--- src/rtl/fetch_pkg.sv ---
// fetch_pkg: shared types for the instruction fetch unit.
//   fetch_state_t : RUN (normal fetching) / DRAIN (waiting out a stale request)
//   fetch_entry_t : prefetch FIFO entry, instruction word tagged with its PC
//   WORD_BYTES    : PC increment per fetched word
package fetch_pkg;

  typedef enum logic {RUN, DRAIN} fetch_state_t;

  typedef struct packed {
    logic [31:0] instr;
    logic [31:0] pc;
  } fetch_entry_t;

  localparam logic [31:0] WORD_BYTES = 32'd4;

endpackage

--- src/rtl/fetch_fifo.sv ---
// fetch_fifo: DEPTH-entry prefetch FIFO of fetch_entry_t.
// Ports:
//   clk, reset       : clock, async active-high reset
//   push/wdata       : enqueue (ignored when full)
//   pop              : dequeue head (ignored when empty)
//   flush            : empty the FIFO; wins over push and pop
//   rdata            : head entry (undefined when empty)
//   count/full/empty : occupancy
module fetch_fifo
  import fetch_pkg::*;
#(
  parameter int DEPTH = 4
) (
  input  logic                   clk,
  input  logic                   reset,
  input  logic                   push,
  input  logic                   pop,
  input  logic                   flush,
  input  fetch_entry_t           wdata,
  output fetch_entry_t           rdata,
  output logic [$clog2(DEPTH):0] count,
  output logic                   full,
  output logic                   empty
);

  localparam int AW = $clog2(DEPTH);
  localparam int CW = AW + 1;

  fetch_entry_t mem [DEPTH];
  logic [AW-1:0] rd_ptr, wr_ptr;
  logic do_push, do_pop;

  assign full    = (count == CW'(DEPTH));
  assign empty   = (count == '0);
  assign do_push = push && !full;
  assign do_pop  = pop && !empty;
  assign rdata   = mem[rd_ptr];

  // DEPTH is a power of two, so pointers wrap naturally.
  always_ff @(posedge clk or posedge reset) begin
    if (reset) begin
      rd_ptr <= '0;
      wr_ptr <= '0;
      count  <= '0;
    end else if (flush) begin
      rd_ptr <= '0;
      wr_ptr <= '0;
      count  <= '0;
    end else begin
      if (do_push) wr_ptr <= wr_ptr + AW'(1);
      if (do_pop)  rd_ptr <= rd_ptr + AW'(1);
      case ({do_push, do_pop})
        2'b10:   count <= count + CW'(1);
        2'b01:   count <= count - CW'(1);
        default: count <= count;
      endcase
    end
  end

  always_ff @(posedge clk) begin
    if (do_push && !flush) mem[wr_ptr] <= wdata;
  end

endmodule

--- src/rtl/fetch_unit.sv ---
// fetch_unit: single-outstanding instruction fetcher feeding a prefetch FIFO.
// Optional build macro: FETCH_STATS_EN adds fetch_count / flush_count outputs.
// Ports:
//   clk, reset                        : clock, async active-high reset
//   imem_req/imem_addr                : request to instruction memory (held until ack)
//   imem_ack/imem_rdata               : memory response
//   instr_valid/instr/instr_pc        : FIFO head to the core (0 when empty)
//   instr_ready                       : core consumes head
//   redirect/redirect_pc              : taken branch, flush and restart at target
//   fetch_count/flush_count           : (FETCH_STATS_EN) push / redirect counters
module fetch_unit
  import fetch_pkg::*;
#(
  parameter int          DEPTH    = 4,
  parameter logic [31:0] RESET_PC = 32'h0000_0000
) (
  input  logic        clk,
  input  logic        reset,
  output logic        imem_req,
  output logic [31:0] imem_addr,
  input  logic        imem_ack,
  input  logic [31:0] imem_rdata,
  output logic        instr_valid,
  output logic [31:0] instr,
  output logic [31:0] instr_pc,
  input  logic        instr_ready,
`ifdef FETCH_STATS_EN
  output logic [31:0] fetch_count,
  output logic [31:0] flush_count,
`endif
  input  logic        redirect,
  input  logic [31:0] redirect_pc
);

  fetch_state_t state, state_n;
  logic [31:0] fetch_pc, fetch_pc_n;
  logic [31:0] drain_pc, drain_pc_n;   // address of the stale request being drained
  logic        run_en;                 // holds req low for the first cycle out of reset
  logic        push, pop;
  logic        fifo_full, fifo_empty;
  logic [$clog2(DEPTH):0] fifo_count;
  fetch_entry_t head;
  logic [31:0] target;
  logic [1:0]  unused_rpc_lo;

  assign target        = {redirect_pc[31:2], 2'b00};
  assign unused_rpc_lo = redirect_pc[1:0];

  // In RUN req can only fall via a push filling the FIFO, i.e. after an ack,
  // so the hold-until-ack rule holds without extra state.
  assign imem_req  = run_en && ((state == DRAIN) || !fifo_full);
  assign imem_addr = (state == DRAIN) ? drain_pc : fetch_pc;

  assign push = (state == RUN) && imem_req && imem_ack && !redirect;
  assign pop  = instr_valid && instr_ready;

  assign instr_valid = (fifo_count != '0);
  assign instr       = fifo_empty ? '0 : head.instr;
  assign instr_pc    = fifo_empty ? '0 : head.pc;

  fetch_fifo #(.DEPTH(DEPTH)) u_fifo (
    .clk   (clk),
    .reset (reset),
    .push  (push),
    .pop   (pop),
    .flush (redirect),
    .wdata ('{instr: imem_rdata, pc: fetch_pc}),
    .rdata (head),
    .count (fifo_count),
    .full  (fifo_full),
    .empty (fifo_empty)
  );

  always_ff @(posedge clk or posedge reset) begin
    if (reset) begin
      state    <= RUN;
      fetch_pc <= RESET_PC;
      drain_pc <= RESET_PC;
      run_en   <= 1'b0;
    end else begin
      state    <= state_n;
      fetch_pc <= fetch_pc_n;
      drain_pc <= drain_pc_n;
      run_en   <= 1'b1;
    end
  end

  always_comb begin
    state_n    = state;
    fetch_pc_n = fetch_pc;
    drain_pc_n = drain_pc;
    case (state)
      RUN: begin
        if (redirect) begin
          fetch_pc_n = target;
          // Un-acked request must be seen through at its old address.
          if (imem_req && !imem_ack) begin
            state_n    = DRAIN;
            drain_pc_n = fetch_pc;
          end
        end else if (push) begin
          fetch_pc_n = fetch_pc + WORD_BYTES;
        end
      end
      DRAIN: begin
        if (imem_ack) state_n = RUN;
        if (redirect) fetch_pc_n = target;
      end
      default: state_n = RUN;
    endcase
  end

`ifdef FETCH_STATS_EN
  always_ff @(posedge clk or posedge reset) begin
    if (reset) begin
      fetch_count <= '0;
      flush_count <= '0;
    end else begin
      if (push)     fetch_count <= fetch_count + 32'd1;
      if (redirect) flush_count <= flush_count + 32'd1;
    end
  end
`endif

endmodule

--- config.mk ---
export PLATFORM = sky130hd
export DESIGN_NAME = fetch_unit
export DESIGN_NICKNAME = d
export VERILOG_FILES = /design/src/rtl/fetch_pkg.sv /design/src/rtl/fetch_fifo.sv /design/src/rtl/fetch_unit.sv
export SDC_FILE = /design/constraint.sdc
export NUM_CORES = 1
export LEC_CHECK = 0
export CAP_MARGIN = 20
export CORE_UTILIZATION = 56
export DETAILED_ROUTE_END_ITERATION = 12
export GPL_TIMING_DRIVEN = 0
export PLACE_DENSITY = 0.78
export SYNTH_ARGS = -nofsm -noshare
export SYNTH_HDL_FRONTEND = slang
export SYNTH_HIERARCHICAL = 1
export SYNTH_SLANG_ARGS = --single-unit
--- constraint.sdc ---
create_clock -name clk -period 4 [get_ports clk]
set_input_delay 0.8 -clock clk [delete_from_list [all_inputs] [get_ports clk]]
set_output_delay 0.8 -clock clk [all_outputs]
set_load 0.02 [all_outputs]
==> impl_metrics.env <==
export IMPL_min_period_ns=3.75
export IMPL_vias_per_cell=5.85
export IMPL_postSynthAreaPerCell_sq_um=16.8
export IMPL_critPathMaxFanout=10
export IMPL_cts_root_buf="clkbuf_16"
export IMPL_ys_flop_type="edfxtp_1"
export IMPL_power_leakage_nw=5.68
export IMPL_start_util_pct=57.8
export IMPL_dp_hpwl_um=18700
export IMPL_grt_overflow=0
export IMPL_wl_met3_um=1990
export IMPL_end_kind="primary output"
export IMPL_fillers=1494
export IMPL_worst_pin_slew_ns=0.709
export IMPL_async_reset_ff_share_pct=21.2
export IMPL_synth_seq_cells=325
export IMPL_place_congestion=0.930
export IMPL_grt_util_all_layers_pct=23.6
export IMPL_dr_pass1_iters=5
export IMPL_cts_inserted_buffers=35
export IMPL_crit_arrival_ns=2.95
export IMPL_cts_clk_slew_worst_paths_ns=0.06
export IMPL_wl_met1_um=12300
export IMPL_drive_above_1_share_pct=19.9
export IMPL_syn_inst=818
export IMPL_fmax_ghz=0.267
export IMPL_holdBufCountCts=0
export IMPL_core_area_sq_um=23800
export IMPL_fin_hold_ws_ns=0.502
export IMPL_cts_resized=1
export IMPL_highest_layer="met4"
export IMPL_postRouteWirelength_um=28800
export IMPL_rsz0062_at_grt="no"
export IMPL_area_growth_pct=24.4
export IMPL_p_total_mw=8.00
export IMPL_antenna_cells=0
export IMPL_ir_worst_vdd_v=0.000317
export IMPL_grt_pass1_vias=7833
export IMPL_netlist_area_sq_um=13700
export IMPL_slew_viol_final=0
export IMPL_setup_viol=0
export IMPL_cp_required_ns=3.20
export IMPL_synth_cell_type_count=71
export IMPL_stdcell_area_sq_um=17100
export IMPL_vias=8056
export IMPL_cts_max_level=2
export IMPL_drc=0
export IMPL_skew_ns=0.0271
export IMPL_clk_latency_ns=0.51
export IMPL_seqCellArea_sq_um=9410
export IMPL_finalCritPeriodShare_pct=93.8
export IMPL_cts_tree="built"
export IMPL_placed_cell_area_sq_um=15900
export IMPL_wl_per_cell_um=21.0
export IMPL_utilization_pct=71.9
export IMPL_synth_edf_count=256
export IMPL_dieArea_sq_um=25100
export IMPL_maxCapViolCount=0
export IMPL_ios=167
export IMPL_clock_path_buffers=3
export IMPL_slew_headroom_pct=52.7
export IMPL_route_met2_wl_um=13800
export IMPL_grt_max_degree=40
export IMPL_grt_pass1_wl_um=44000
export IMPL_die_y_um=159
export IMPL_powerDensity_nw_per_um2=469
export IMPL_synth_seq_area_share_pct=68.6
export IMPL_cts_setup_buffers=0
export IMPL_first_iter_violations=478
export IMPL_rows=56
export IMPL_yosysWarnings=6
export IMPL_multi_input_area_sq_um=4040
export IMPL_die_w_um=159
export IMPL_status="completed"
export IMPL_portBuffers=162
export IMPL_worstHoldPathType="reg2reg"
export IMPL_clock_sinks=325
export IMPL_antenna_left=0
export IMPL_final_nets=1108
export IMPL_antenna_found_initial=0
export IMPL_path_class="reg2out"
export IMPL_cp_start_kind="flip-flop"
export IMPL_hold_violations=0
[flip-flops by register name (all words and copies together), names as in the netlist]
| name | cells |
|---|---|
| u_fifo/mem | 256 |
| drain_pc | 30 |
| fetch_pc | 30 |
| u_fifo/count | 3 |
| u_fifo/rd_ptr | 2 |
| u_fifo/wr_ptr | 2 |
| run_en | 1 |
| state | 1 |
[synth_stat cells (3+ instances only)]
| cell | instances | share of area, % |
|---|---|---|
| edfxtp_1 | 256 | 56 |
| dfrtp_1 | 69 | 13 |
| mux4_2 | 64 | 11 |
| nor2b_1 | 64 | 2.9 |
| mux2_2 | 56 | 4.6 |
| nor2_1 | 33 | 0.90 |
| nand2_1 | 28 | 0.77 |
| clkbuf_1 | 21 | 0.57 |
| o21ai_0 | 20 | 0.73 |
| a21oi_1 | 14 | 0.51 |
| a31oi_1 | 13 | 0.59 |
| inv_1 | 12 | 0.33 |
| buf_2 | 11 | 0.40 |
| nand3_1 | 10 | 0.36 |
| nand4_1 | 10 | 0.46 |
| nor3_1 | 10 | 0.36 |
| buf_1 | 7 | 0.19 |
| or4_1 | 7 | 0.38 |
| and2_1 | 6 | 0.27 |
| buf_6 | 6 | 0.49 |
| a41oi_1 | 5 | 0.32 |
| ha_1 | 5 | 0.46 |
| nor4_1 | 5 | 0.23 |
| buf_4 | 4 | 0.22 |
| nand2b_1 | 4 | 0.18 |
| o22a_1 | 4 | 0.26 |
| o41ai_1 | 4 | 0.26 |
| or3_1 | 4 | 0.18 |
| xnor2_1 | 4 | 0.26 |
| a21o_1 | 3 | 0.16 |
| a41o_1 | 3 | 0.22 |
| and3_1 | 3 | 0.14 |
| o22ai_1 | 3 | 0.14 |
| or2_2 | 3 | 0.14 |
[worst max-delay path: stages, from the launching register on]
cell and delay [ns]:
dfrtp_1 0.42, buf_1 0.50, buf_1 0.56, mux2_2 0.40, clkdlybuf4s50_1 0.55
[through the flow]
step / setup TNS [ns] / cells / setup WS (ns)
floorplan: 0 / 827 / 0.473
global placement: -403.16 / 1308 / -1.60
detailed placement: 0 / 1315 / 0.201
CTS: 0 / 1376 / 0.245
global route: 0 / 1376 / 0.0932
finish: 0 / 1376 / 0.249
[worst paths after layout]
check / to / from / cells after the start / slack, ns
max in group asynchronous: drain_pc[4]$_DFFE_PP0P_ / reset / 3 / 2.58
hold reg to reg: drain_pc[5]$_DFFE_PP0P_ / drain_pc[5]$_DFFE_PP0P_ / 1 / 0.50
min in group asynchronous: u_fifo/count[2]$_DFFE_PP0P_ / reset / 2 / 0.65
setup reg to reg: u_fifo/mem[1][39]$_DFFE_PP_ / u_fifo/count[2]$_DFFE_PP0P_ / 9 / 0.77
setup / recovery: imem_addr[27] / state$_DFF_PP0_ / 4 / 0.25
hold / removal: drain_pc[5]$_DFFE_PP0P_ / drain_pc[5]$_DFFE_PP0P_ / 1 / 0.50
[routing by layer]
| layer | GRT usage, % | up-vias |
|---|---|---|
| met5 | 0 | - |
| li1 | - | 3621 |
| met1 | 33.2 | 4005 |
| met3 | 4.27 | 55 |
| met4 | 7.88 | 0 |
| met2 | 37.6 | 375 |
[cell usage in the layout (no fill, tap or decap), drive strengths merged, types with 6 or more instances in the layout]
| cell | count |
|---|---|
| clkinv | 12 |
| bufinv | 6 |
| edfxtp | 256 |
| a21oi | 15 |
| nor2 | 33 |
| buf | 35 |
| nand2 | 28 |
| nor3 | 10 |
| nor2b | 64 |
| inv | 12 |
| or4 | 7 |
| dfrtp | 69 |
| o21ai | 21 |
| mux4 | 64 |
| a31oi | 13 |
| nand3 | 12 |
| nand4 | 11 |
| conb | 11 |
| clkbuf | 66 |
| mux2 | 57 |
| clkdlybuf4s50 | 162 |
| and2 | 6 |
[cell families after synthesis]
logic type                 Yosys count  synth area share [%]
AOI/OAI and AO/OA                   92                  4.57
xor gates and xnor gates             6                 0.383
adders and majority gates            6                 0.602
buffers and inverters               64                  2.31
DFF                                325                  68.6
muxes                              122                  15.3
other                                2                0.0547
and+or+nand+nor                    201                  8.25
[area by class of cell]
class                   count  area share [%]
multi-input cells         438            23.6
repair buffers            169            10.1
flip-flops and latches    325            55.1
well taps                 319            2.34
plain buffers              51            1.57
clock inverters            18            1.35
inverters                  13           0.286
clock buffers              43            5.55
[report_power, final]
| part | total, mW | internal, mW | switching (mW) |
|---|---|---|---|
| registers | 4.00 | 3.84 | 0.164 |
| clock network | 3.28 | 2.06 | 1.22 |
| logic | 0.722 | 0.372 | 0.350 |
(Power assumes the default switching activity.)
